[config.mk]
export PLATFORM = sky130hd
export DESIGN_NAME = vga_display_controller
export DESIGN_NICKNAME = d
export VERILOG_FILES = /design/src/rtl/vga_display_controller.sv
export SDC_FILE = /design/constraint.sdc
export NUM_CORES = 1
export LEC_CHECK = 0
export ABC_AREA = 1
export CORE_ASPECT_RATIO = 1.1
export CORE_MARGIN = 2
export CORE_UTILIZATION = 45
export CTS_CLUSTER_SIZE = 16
export DETAILED_ROUTE_END_ITERATION = 10
export MAX_ROUTING_LAYER = met4
export SLEW_MARGIN = 5
export SYNTH_ARGS = -nofsm -noshare
export SYNTH_HDL_FRONTEND = slang
export SYNTH_SLANG_ARGS = --single-unit
[constraint.sdc]
create_clock -name i_CLK -period 1.8 [get_ports i_CLK]
set_input_delay 0.36 -clock i_CLK [delete_from_list [all_inputs] [get_ports i_CLK]]
set_output_delay 0.36 -clock i_CLK [all_outputs]
set_load 0.01 [all_outputs]
[src/rtl/vga_display_controller.sv]
// Image-select / blanking controller: debounces two buttons and applies their
// requests only at a vsync frame boundary so the picture never changes mid-frame.
module vga_display_controller #(
  parameter int unsigned DEBOUNCE_CYCLES = 250000,
  parameter int unsigned NUM_IMAGES      = 3
) (
  input  logic                          i_CLK,
  input  logic                          i_RESET_N,
  input  logic                          i_CYCLE_IMAGE,
  input  logic                          i_BLANK_DISPLAY,
  input  logic                          i_VSYNC,
  output logic [$clog2(NUM_IMAGES)-1:0] o_IMAGE_SEL,
  output logic                          o_BLANK,
  output logic                          o_PENDING,
  output logic                          o_FRAME_TICK
);

  localparam int unsigned SEL_W = $clog2(NUM_IMAGES);
  localparam int unsigned CNT_W = $clog2(DEBOUNCE_CYCLES + 1);
  localparam logic [CNT_W-1:0] CNT_LAST = CNT_W'(DEBOUNCE_CYCLES - 1);
  localparam logic [SEL_W-1:0] SEL_LAST = SEL_W'(NUM_IMAGES - 1);

  // Button index 0 = cycle image, 1 = blank display.
  localparam int unsigned BTN_CYCLE = 0;
  localparam int unsigned BTN_BLANK = 1;

  typedef enum logic [1:0] {
    IDLE  = 2'd0,
    ARMED = 2'd1,
    APPLY = 2'd2
  } state_t;

  logic [1:0]            btn_meta;
  logic [1:0]            btn_sync;
  logic [1:0]            btn_deb;
  logic [1:0][CNT_W-1:0] btn_cnt;
  logic [1:0]            btn_rise_c;
  logic                  vs_meta;
  logic                  vs_sync;
  logic                  req_cycle;
  logic                  req_blank;
  state_t                state;

  // Two-flop synchronizers for the raw buttons.
  always_ff @(posedge i_CLK) begin
    if (!i_RESET_N) begin
      btn_meta <= '0;
      btn_sync <= '0;
    end else begin
      btn_meta <= {i_BLANK_DISPLAY, i_CYCLE_IMAGE};
      btn_sync <= btn_meta;
    end
  end

  // Debounce: a level change is accepted after DEBOUNCE_CYCLES stable samples.
  always_ff @(posedge i_CLK) begin
    if (!i_RESET_N) begin
      btn_deb <= '0;
      btn_cnt <= '0;
    end else begin
      for (int i = 0; i < 2; i++) begin
        if (btn_sync[i] == btn_deb[i]) begin
          btn_cnt[i] <= '0;
        end else if (btn_cnt[i] == CNT_LAST) begin
          btn_deb[i] <= ~btn_deb[i];
          btn_cnt[i] <= '0;
        end else begin
          btn_cnt[i] <= btn_cnt[i] + CNT_W'(1);
        end
      end
    end
  end

  // Debounced rising edge, asserted on the cycle the debounced level flips to 1.
  always_comb begin
    btn_rise_c = '0;
    for (int i = 0; i < 2; i++) begin
      btn_rise_c[i] = btn_sync[i] && !btn_deb[i] && (btn_cnt[i] == CNT_LAST);
    end
  end

  // Vsync synchronizer idles high so leaving reset never looks like a falling edge.
  always_ff @(posedge i_CLK) begin
    if (!i_RESET_N) begin
      vs_meta      <= 1'b1;
      vs_sync      <= 1'b1;
      o_FRAME_TICK <= 1'b0;
    end else begin
      vs_meta      <= i_VSYNC;
      vs_sync      <= vs_meta;
      o_FRAME_TICK <= vs_sync && !vs_meta;
    end
  end

  // Request flags and frame-aligned apply sequencer.
  always_ff @(posedge i_CLK) begin
    if (!i_RESET_N) begin
      state       <= IDLE;
      req_cycle   <= 1'b0;
      req_blank   <= 1'b0;
      o_IMAGE_SEL <= '0;
      o_BLANK     <= 1'b0;
      o_PENDING   <= 1'b0;
    end else begin
      req_cycle <= req_cycle | btn_rise_c[BTN_CYCLE];
      req_blank <= req_blank ^ btn_rise_c[BTN_BLANK];
      case (state)
        IDLE: begin
          if (req_cycle || req_blank) begin
            state     <= ARMED;
            o_PENDING <= 1'b1;
          end
        end
        ARMED: begin
          if (!req_cycle && !req_blank) begin
            state     <= IDLE;
            o_PENDING <= 1'b0;
          end else if (o_FRAME_TICK) begin
            state     <= APPLY;
            o_PENDING <= 1'b1;
          end
        end
        APPLY: begin
          // A fresh press landing here survives the clear and waits for the next frame.
          req_cycle <= btn_rise_c[BTN_CYCLE];
          req_blank <= btn_rise_c[BTN_BLANK];
          if (req_cycle) begin
            o_IMAGE_SEL <= (o_IMAGE_SEL == SEL_LAST) ? '0 : o_IMAGE_SEL + SEL_W'(1);
          end
          if (req_blank) begin
            o_BLANK <= ~o_BLANK;
          end
          state     <= IDLE;
          o_PENDING <= 1'b0;
        end
        default: begin
          state     <= IDLE;
          o_PENDING <= 1'b0;
        end
      endcase
    end
  end

endmodule

---- After elaboration in Yosys (flattened, before gate mapping) ----
Cells that the tools add are included.
storage, ports and cells
  bits in registers ....................... 53
  latch bits .............................. 0
  memory bits (writable) .................. 0
  ROM bits ................................ 0
  input bits .............................. 5
  output and inout bits ................... 5
  word-level logic and storage cells ...... 66
  memories kept ........................... 0
operators by class
  $add $sub $neg .......................... 3
  $mul .................................... 0
  divide/modulo/power cells ............... 0
  magnitude comparators ................... 0
  equal/unequal tests ..................... 9
  shift operators ......................... 0
  multiplexer cells ....................... 11
  bitwise logic cells ..................... 8
  reductions and logical operators ........ 20
operator list
  operator                                             count
  adder 18 x 1 -> 18 bit, second input constant        2
  equality test 18 bit, second input constant          2
  AND reduction 2 bit                                  5
  two-way mux 2 bit                                    4
  logical AND 1 bit                                    6
  inverter 1 bit                                       6
  OR reduction 3 bit                                   2
  logical NOT 1 bit                                    5
  two-way mux 1 bit                                    5
  equality test 2 bit, second input constant           2
  one-hot mux 2 bit (2 select lines)                   1
  != test 3 bit, second input constant                 1
  adder 2 x 1 -> 2 bit, second input constant          1
  equality test 1 bit                                  2
  equality test 2 x 1 -> 1 bit, second input constant  1
  logical NOT 2 bit                                    1
  != test 2 bit, second input constant                 1
  one-hot mux 1 bit (2 select lines)                   1
  logical OR 1 bit                                     1
  bitwise OR 1 bit                                     1
  bitwise XOR 1 bit                                    1

---- Logic depth before layout (Yosys ltp) ----
  depth in word-level cells ............... 5
  depth in mapped cells ................... 9

---- Worst setup path before layout ----
OpenSTA, ideal clock, no wires.
  kind .................................... flip-flop to flip-flop
  start point ............................. register btn_cnt[0] (netlist bit)
  end point ............................... register btn_cnt[0] (netlist bit)
  setup time .............................. 117 ps
  data arrival time ....................... 1,324 ps
  setup slack ............................. 359 ps
  stages on the path, launching flop included .. 10
  path buffers ............................ 1
  clock period less this slack ............ 1,441 ps
  cells stage by stage .................... dfxtp_1 -> ha_1 -> nand2_2 -> nor2_4 -> nand2_2 -> nor2_2 -> nand2_2 -> nand3_4 -> buf_6 -> nor2_1
between the ends
  longest elaborated chain between the ends .. 2
  elaborated cells between the ends (all ways) .. 3
RTL lines
  item                                                            RTL line  RTL
  start, declared                                                 36        logic [1:0][CNT_W-1:0] btn_cnt;
  start signal, assigned by index                                 68        btn_cnt[i] <= btn_cnt[i] + CNT_W'(1);
  branches (longest 2 deep; another with adder 18 x 1 -> 18 bit)  --
Several ways; the timed one is not identified.
A chain may end at the register's enable or synchronous reset.

---- Final worst setup path ----
  start point ............................. register o_FRAME_TICK
  end point ............................... output port o_FRAME_TICK
RTL lines
  item                    RTL line  RTL
  start, declared         15        output logic o_FRAME_TICK
  start signal, assigned  91        o_FRAME_TICK <= vs_sync && !vs_meta;
No word-level cell between the ends.

==> flow_summary.yaml <==
global_routing:
  grt_pass1_wl_um: 7520
  grt_max_degree: 19
  globalRouteOverflowTotal: 0
  use_met2_pct: 27.6
  grtUsageTotal_pct: 16.1
  antenna_found_initial: 0
  top_usage_layer: "met2"
  grtUsageMet1_pct: 18.2
  use_met3_pct: 3.68
  grt_pass1_vias: 1821
clock_network:
  cts_made_buffers: 5
  clk_latency_ns: 0.31
  clock-root-buffer: "clkbuf_8"
  cts.hold.buffers_added: 0
  cts_tree: "done"
  cts_resized: 0
  ctsHtreeMaxLevel: 2
  cts_sinks: 53
  cts_setup_buffers: 0
  clock_path_buffers: 2
  clk_pin_slew_ns: 0.09
critical_path:
  crit_path_cell_trace: "clkdlybuf4s50_1"
  crit_buf_inv: 1
  crit_type: "reg2out"
  cp.arrival_ns: 1.24
  cp_top_family: "buffers and inverters"
  required_ns: 1.44
  end_kind: "output port"
  cp_max_fo: 3
  cp_slowest_cell: "clkdlybuf4s50_1"
  slowest_delay_ns: 0.55
  cp-start-kind: "flop"
sta:
  worst_slew_pin_slew_ns: 0.399
  min_period_ns: 1.60
  fin_tns_setup_ns: 0
  fin_crit_sh_pct: 88.8
  maxSlewHeadroom_pct: 73.3
  finalHoldViolCount: 0
  rsz0062_at_grt: "no"
  setup_viol: 0
  max_freq_mhz: 626
  finClkSkew_ns: 0.00603
  drv_slew: 0
power:
  irDropWorstVdd_uv: 419
  combPwrFrac_pct: 2.1
  netSwitchingPower_mw: 0.419
  seq_power_share_pct: 57.1
  p_int_mw: 1.65
  power_frac_clock_pct: 40.8
  power_density_nw_per_um2: 746
  swShare_pct: 20.2
  p_leak_nw: 0.990
routing:
  drt_wl_total_um: 4310
  viasPerCell: 4.55
  drt_iter0_markers: 62
  drc: 0
  dr.pass1.iters: 5
  routedWlPerCell_um: 9.84
  postRouteAntennaNets: 0
  route.vias.total: 1994
run:
  maxCapViolCount: 0
synthesis:
  syn_inst: 346
  synth-edff-count: 0
  syn-cell-area_um2: 2490
  yosys.area.top_type: "dfxtp_1"
  syn-num-nets: 355
  synthTopCellsByArea: "dfxtp_1 (43%), nor2_1 (12%), nand2_1 (12%)"
  synthMostInstantiatedCell: "nor2_1"
  syn_area_per_cell_um2: 7.19
  seq_area_frac_synth_pct: 42.7
  synthTopCellsByCount: "nor2_1 (81), nand2_1 (79), dfxtp_1 (53)"
  synthArstFlopShare_pct: 0
  synth-main-ff-cell: "dfxtp_1"
  yosys_warnings: 0
  synth-seq-cells: 53
  synth_top_area_share_pct: 42.7
  synth_cell_type_count: 24
finish:
  register_area_um2: 1060
  fillers: 575
  drive_gt1_share_pct: 7.16
  multi_input_area_um2: 1250
  synthToLayoutAreaGrowth_pct: 11.7
  final_cells: 438
  final_nets: 371
  n_antenna_cell: 0
floorplanning:
  start_util_pct: 46.4
  die_area_um2: 6140
  row_count: 28
  fp.coreArea_um2: 5360
  io_pins: 10
  die_w_um: 74.9
  die_h_um: 82.0
placed_design:
  gp_congestion: 0.827
  placed_cells: 430
  io_buffers: 9
  dp_hpwl_um: 3210
run_status:
  status: "finished clean"
hold_path:
  hold_path.class: "reg2reg"
-- logic make-up after synthesis --
family | Yosys count | share of synthesized area, %
buffers and inverters | 41 | 7.20
DFF | 53 | 42.7
xor gates and xnor gates | 21 | 7.40
AOI/OAI and AO/OA | 22 | 5.44
and+or+nand+nor | 205 | 35.3
adders and majority gates | 4 | 2.01
-- cell usage in the layout (no fill, tap or decap), types with 2 or more instances in the layout --
cell,count
nand4_1,8
xor2_1,14
nand3b_1,3
nand3_1,19
xnor2_1,7
inv_1,38
or2_2,6
ha_1,4
nand2_1,79
o21ai_0,2
o21bai_1,2
nand2_2,3
dfxtp_1,53
buf_4,3
clkdlybuf4s50_1,9
clkbuf_8,6
nor2_1,81
a21oi_1,15
nor2_2,3
-- through the flow --
step	util, %	instance area (um^2)	hold slack [ns]	setup slack, ns	power [mW]
floorplan	-	2490	0.390	0.359	1.24
global placement	49.6	2660	0.395	0.197	1.26
detailed placement	49.6	2660	0.397	0.158	1.26
CTS	51.8	2780	0.416	0.176	2.10
global route	51.8	2780	0.430	0.0872	2.15
finish	51.8	2780	0.413	0.202	2.07
-- metal layers --
layer | part of all wire (%) | up-vias
met3 | 2.2 | 6
met1 | 48 | 872
li1 | - | 1104
met4 | 1.6 | 0
met2 | 48 | 12
met5 | 0 | -
-- path summary, 6_finish.rpt --
kind | startpoint | to | slack (ns) | cells past startpoint
worst min register to register | vs_sync$_SDFF_PN1_ | o_FRAME_TICK$_SDFF_PN0_ | 0.41 | 2
worst max-delay path | o_FRAME_TICK$_SDFF_PN0_ | o_FRAME_TICK | 0.20 | 1
worst max register to register | btn_cnt[0]$_SDFF_PP0_ | btn_cnt[15]$_SDFF_PP0_ | 0.25 | 8
worst min-delay path | vs_sync$_SDFF_PN1_ | o_FRAME_TICK$_SDFF_PN0_ | 0.41 | 2
-- sequential cells by signal, indices dropped and copies added, names as in the netlist --
signal / count
btn_cnt: 36
btn_deb: 2
btn_meta: 2
btn_sync: 2
o_BLANK: 1
o_FRAME_TICK: 1
o_IMAGE_SEL: 2
o_PENDING: 1
req_blank: 1
req_cycle: 1
state: 2
vs_meta: 1
vs_sync: 1
-- final cells by class --
type,count,share of cell area (%)
clock buffer,6,2.97
clock inverter,2,1.35
inverter,38,5.14
multi-input combinational,252,44.9
sequential,53,38.2
tap,75,3.38
timing repair buffer,12,4.06
-- power groups by stage --
| stage | Combinational, mW | Sequential [mW] | Clock, mW |
|---|---|---|---|
| CTS | 0.0452 | 1.18 | 0.871 |
| floorplan | 0.0279 | 1.21 | 0 |
| finish | 0.0441 | 1.18 | 0.845 |
| detailed placement | 0.0449 | 1.21 | 0 |
| global placement | 0.0445 | 1.21 | 0 |
| global route | 0.0501 | 1.19 | 0.917 |
Note: power is estimated with default switching activity, not from simulation.
